**src/rtl/qubit_lut_bank_ctrl.sv**
```systemverilog
// Double-buffered qubit coordinate table: the host fills a shadow bank, and a commit copies it
// into the active bank that the coordinate matcher sees, only during frame blanking.
module qubit_lut_bank_ctrl #(
   parameter int NUM_QUBITS     = 16,
   parameter int COORD_WIDTH    = 12,
   parameter int QUBIT_ID_WIDTH = 4,
   parameter int CNT_WIDTH      = 16
) (
   input  logic                              i_clk,
   input  logic                              i_rst_n,
   input  logic                              i_wr_valid,
   output logic                              o_wr_ready,
   input  logic [QUBIT_ID_WIDTH-1:0]         i_wr_index,
   input  logic [COORD_WIDTH-1:0]            i_wr_x,
   input  logic [COORD_WIDTH-1:0]            i_wr_y,
   input  logic                              i_commit,
   input  logic                              i_sync_fval,
   output logic [NUM_QUBITS*COORD_WIDTH-1:0] o_q_x,
   output logic [NUM_QUBITS*COORD_WIDTH-1:0] o_q_y,
   output logic                              o_lut_valid,
   output logic                              o_pending,
   output logic                              o_swap_done,
   output logic                              o_index_err,
   output logic [CNT_WIDTH-1:0]              o_swap_count
);

   localparam int TW = NUM_QUBITS * COORD_WIDTH;

   typedef enum logic [1:0] {
      S_LOAD    = 2'd0,
      S_PENDING = 2'd1,
      S_SWAP    = 2'd2
   } state_t;

   state_t                r_state;
   state_t                w_next;
   logic                  w_wr_ready;
   logic                  w_wr_fire;
   logic                  w_idx_ok;
   logic [TW-1:0]         r_sh_x;
   logic [TW-1:0]         r_sh_y;
   logic [TW-1:0]         r_act_x;
   logic [TW-1:0]         r_act_y;
   logic                  r_lut_valid;
   logic                  r_pending;
   logic                  r_swap_done;
   logic                  r_index_err;
   logic [CNT_WIDTH-1:0]  r_swap_count;

   assign w_wr_fire = i_wr_valid & w_wr_ready;
   assign w_idx_ok  = (int'(i_wr_index) < NUM_QUBITS);

   always_comb begin
      w_next     = r_state;
      w_wr_ready = 1'b0;
      case (r_state)
         S_LOAD: begin
            w_wr_ready = 1'b1;
            if (i_commit) w_next = S_PENDING;
         end
         S_PENDING: begin
            // Hold off the copy until the frame goes inactive, however long that takes.
            if (!i_sync_fval) w_next = S_SWAP;
         end
         S_SWAP: begin
            w_next = S_LOAD;
         end
         default: begin
            w_next = S_LOAD;
         end
      endcase
   end

   always_ff @(posedge i_clk or negedge i_rst_n) begin
      if (!i_rst_n) begin
         r_state <= S_LOAD;
      end else begin
         r_state <= w_next;
      end
   end

   // Shadow bank: a write accepted in the commit cycle still lands before the copy.
   always_ff @(posedge i_clk or negedge i_rst_n) begin
      if (!i_rst_n) begin
         r_sh_x <= '0;
         r_sh_y <= '0;
      end else begin
         for (int i = 0; i < NUM_QUBITS; i++) begin
            if (w_wr_fire && w_idx_ok && (i_wr_index == QUBIT_ID_WIDTH'(i))) begin
               r_sh_x[i*COORD_WIDTH +: COORD_WIDTH] <= i_wr_x;
               r_sh_y[i*COORD_WIDTH +: COORD_WIDTH] <= i_wr_y;
            end
         end
      end
   end

   always_ff @(posedge i_clk or negedge i_rst_n) begin
      if (!i_rst_n) begin
         r_act_x      <= '0;
         r_act_y      <= '0;
         r_lut_valid  <= 1'b0;
         r_pending    <= 1'b0;
         r_swap_done  <= 1'b0;
         r_index_err  <= 1'b0;
         r_swap_count <= '0;
      end else begin
         r_pending   <= (w_next != S_LOAD);
         r_swap_done <= (r_state == S_SWAP);
         r_index_err <= w_wr_fire & ~w_idx_ok;
         if (r_state == S_SWAP) begin
            r_act_x      <= r_sh_x;
            r_act_y      <= r_sh_y;
            r_lut_valid  <= 1'b1;
            r_swap_count <= r_swap_count + 1'b1;
         end
      end
   end

   assign o_wr_ready   = w_wr_ready;
   assign o_q_x        = r_act_x;
   assign o_q_y        = r_act_y;
   assign o_lut_valid  = r_lut_valid;
   assign o_pending    = r_pending;
   assign o_swap_done  = r_swap_done;
   assign o_index_err  = r_index_err;
   assign o_swap_count = r_swap_count;

endmodule

```
**config.mk**
```make
export PLATFORM = sky130hd
export DESIGN_NAME = qubit_lut_bank_ctrl
export DESIGN_NICKNAME = d
export VERILOG_FILES = /design/src/rtl/qubit_lut_bank_ctrl.sv
export SDC_FILE = /design/constraint.sdc
export NUM_CORES = 1
export LEC_CHECK = 0
export CELL_PAD_IN_SITES_DETAIL_PLACEMENT = 0
export CELL_PAD_IN_SITES_GLOBAL_PLACEMENT = 1
export CORE_ASPECT_RATIO = 1.1
export CORE_MARGIN = 10
export CORE_UTILIZATION = 46
export DETAILED_ROUTE_END_ITERATION = 8
export GPL_TIMING_DRIVEN = 0
export PLACE_DENSITY_LB_ADDON = 0.25
export SLEW_MARGIN = 20
export SYNTH_ARGS = -nofsm -noshare
export SYNTH_HDL_FRONTEND = slang
export SYNTH_SLANG_ARGS = --single-unit
```
**constraint.sdc**
```tcl
create_clock -name i_clk -period 4.7 [get_ports i_clk]
set_input_delay 0.94 -clock i_clk [delete_from_list [all_inputs] [get_ports i_clk]]
set_output_delay 0.94 -clock i_clk [all_outputs]
set_load 0.05 [all_outputs]
```
======== Yosys cells after proc, flatten, opt, wreduce, memory -nomap -nowiden ========
Cells that the tools add are included.
word-level totals
  output and inout port bits .............. 405
  logic and storage cells ................. 81
  bits in registers ....................... 789
  input bits .............................. 33
operators by class
  bitwise gates (word level) .............. 1
  equality and inequality tests ........... 17
  reductions and logical operators ........ 19
  muxes and demuxes ....................... 4
  add/sub/neg operators ................... 1
operators with widths
  cell                                            number
  == test 4 bit (second input constant)           8
  adder 16 x 1 -> 16 bit (second input constant)  1
  == test 4 x 3 -> 1 bit (second input constant)  4
  logical AND 1 bit                               16
  == test 4 x 2 -> 1 bit (second input constant)  2
  == test 4 x 1 -> 1 bit (second input constant)  1
  logical NOT 4 bit                               1
  two-way mux 2 bit                               2
  one-hot mux 2 bit (2 select lines)              1
  == test 2 x 1 -> 1 bit (second input constant)  1
  == test 2 bit (second input constant)           1
  logical NOT 2 bit                               1
  nonzero test 2 bit                              1
  AND 1 bit                                       1
  two-way mux 1 bit                               1

======== Logic depth before layout (Yosys ltp) ========
  word-level depth ........................ 4
  mapped depth ............................ 7

======== Worst setup path after synthesis ========
Ideal clock, no wire load.
  path type ............................... input to register
  start ................................... input port i_wr_index[3]
  end ..................................... register r_sh_y[170]
  path buffers ............................ 3
  arrival ................................. 2.301 ns
  setup time .............................. 0.125 ns
  stages .................................. 6
  setup slack ............................. 2.274 ns
  cell sequence ........................... clkbuf_1 -> nor2b_1 -> and3_1 -> buf_2 -> buf_2 -> mux2_2
on the way
  cells in the longest elaborated chain, start to end .. 2
ends and longest elaborated chain
  what                             RTL line  source
  from (decl)                      13        input logic [QUBIT_ID_WIDTH-1:0] i_wr_index,
  == test 4 bit                    89        if (w_wr_fire && w_idx_ok && (i_wr_index == QUBIT_ID_WIDTH'(i))) begin
  logical AND 1 bit                89
  to (signal, indexed assignment)  91        r_sh_y[i*COORD_WIDTH +: COORD_WIDTH] <= i_wr_y;
  to (decl)                        41        logic [TW-1:0] r_sh_y;
Every way passes these cells.
A chain may end at the register's enable or synchronous reset.

======== Final worst setup path ========
  start ................................... register r_state[0]
  end ..................................... output port o_wr_ready
on the way
  cells in the longest elaborated chain, start to end .. 2
ends and longest elaborated chain
  what                    RTL line  source
  from (decl)             35        state_t r_state;
  from (signal assigned)  78        r_state <= w_next;
  logical NOT 2 bit       56        case (r_state)
  two-way mux 1 bit       56
  to (decl)               12        output logic o_wr_ready,
Every way passes these cells.

==> results.tsv <==
metric	value	unit
synth_cell_types	31	
crit_type	reg -> out	
drt_first_pass_iters	5	
regArea	19700	µm²
syn_area	29500	µm²
drc_errors	0	
via_count	20200	
worstSetupStartpoint	r_state[0]	
grt_max_degree	102	
root_buffer	clkbuf_16	
drive_gt1_share	18.8	%
cp.arrival	2060	ps
die_w	262	µm
drv_slew	0	
wirelength	89000	µm
yosys_warnings	0	
ys_ff_latch	789	
fp.dieH	286	µm
setup.worst_path.start_class	flop	
dp_cells	3833	
hold_slack	233	ps
portBuffers	434	
tightestPinTransition	1040	ps
detail-route-antenna-nets	0	
grt_pass1_wl	134000	µm
syn_inst	2550	
rsz0062_at_grt	no	
min_path_type	in -> async	
wl_per_cell	22.4	µm
syn_to_final_growth	28.0	%
leakage	18.7	nW
via_per_inst	5.09	
fp.coreArea	63700	µm²
grt_pass1_vias	21300	
clockBufferDepth	3	
design.die.area	74800	µm²
power.density	741	nW/µm²
track_usage	23.8	%
rrSetupSlack	1810	ps
filler_cell_count	5295	
synthArstFlopShare	100	%
numClockSinks	789	
fin_crit	3000	ps
holdBufCountCts	0	
setup_viol	0	
globalplace.congestion	0.801	
synthFlopType	dfrtp_1	
cts_made_buffers	79	
io_pins	438	
setup_tns	0	ps
syn-num-nets	2584	
relSlewSlack	30.6	%
hold_violations	0	
end_kind	primary output	
stdcell_count	3971	
postSynthAreaPerCell	11.6	µm²
synth_edf_count	0	
final_common_cell	nand2_1	
path_max_fanout	8	
antenna_found_initial	4	
skew	10.5	ps
max_cap_viol_count	0	
clkLatencyLatePin	620	ps
clkSlewWorstSetupHoldPaths	60	ps
cp.required	3760	ps
status	finished, final reports clean	
ctsResizeCount	0	
start_util	46.4	%
final_nets	3107	
place_hpwl	63900	µm
rows	97	
grt.overflow.total	0	
cts_setup_buffers	0	
drtIter0Drc	1292	
mostFrequentLayoutCells	1168 x nand2_1, 789 x dfrtp_1, 433 x clkdlybuf4s50_1	
ys_seq_area_share	66.8	%
r2r-start	r_state[0]	
fmax	334	MHz
cts_tree	yes	
cts_htree_levels	3	
fin_util	59.3	%
period_share	63.8	%
multi_input_area	9150	µm²
peakVddDrop	564	µV
-- routing by layer --
layer / vias to the layer above / share of wire (%) / track usage, %
met2: 527 / 50 / 39.9
met1: 10400 / 41 / 30.3
li1: 9156 / - / -
met5: - / 0.046 / 0
met4: 6 / 2.4 / 6.88
met3: 116 / 6.7 / 5.72
-- final cells by class --
| class | count | share of cell area [%] |
|---|---|---|
| diodes | 1 | 0.00662 |
| plain buffers | 147 | 1.72 |
| clock buffers | 118 | 6.28 |
| clock inverters | 19 | 0.688 |
| inverters | 2 | 0.0199 |
| multi-input cells | 1612 | 24.2 |
| flip-flops and latches | 789 | 52.2 |
| well taps | 841 | 2.78 |
| repair buffers | 442 | 12.1 |
-- sequential cells by signal, indices dropped and copies added, names as in the netlist --
name and count:
r_state 2, o_swap_done 1, o_pending 1, r_sh_y 192, o_lut_valid 1, o_swap_count 16
r_sh_x 192, o_q_y 192, o_q_x 192
-- kinds of logic (layout without fill, tap and decap cells) --
group	count (synthesis)	count (layout)	share of synthesized area, %
buffers and inverters	149	728	2.23
multiplexers	385	385	14.7
flip-flops	789	789	66.8
AND/OR/NAND/NOR	1210	1210	15.8
other	1	2	0.0127
XOR/XNOR	15	15	0.445
adder cells (fa/ha/maj)	1	1	0.0423
-- worst max-delay path, stage by stage, from the launching register on --
cell and delay [ps]:
dfrtp_1 350, buf_2 170, nor2_1 120, clkdlybuf4s50_1 810
-- stage by stage --
stage | cell area (µm²) | setup slack [ps] | power (mW)
floorplan | 29500 | 2270 | 17.2
global placement | 34900 | -31320 | 21.6
detailed placement | 35200 | 1220 | 21.7
CTS | 37800 | 1650 | 28.3
global route | 37800 | 1600 | 29.3
finish | 37800 | 1700 | 28.0
-- synth_stat cells, drive strengths merged (2+ instances only) --
cell type  count  area, µm²
dfrtp        789      19700
nand3          9       45.0
xnor2         12        105
nor2          12       55.1
nand2b         3       18.8
nor2b          2       12.5
nand4          3       18.8
buf           68        355
clkbuf        79        297
nand2       1168       4380
nor3b          3       38.8
xor2           3       26.3
mux2         384       4320
and3           2       12.5
inv            2       7.50
nor3           2       10.0
-- power by group --
part	internal, mW	leakage [nW]	switching [mW]	total [mW]
combinational	3.56	7.20	7.42	11.0
clock	3.81	1.31	2.62	6.43
sequential	9.07	10.2	1.53	10.6
-- worst paths after layout --
path,endpoint,cells after the start
max reg2reg,o_q_y[185],7
min in group i_clk,o_q_y[2],2
max,o_wr_ready,3
min reg2reg,o_q_y[2],2
min,o_q_y[124],1
max in group asynchronous,o_q_x[100],5
Note: power is estimated with default switching activity, not from simulation.
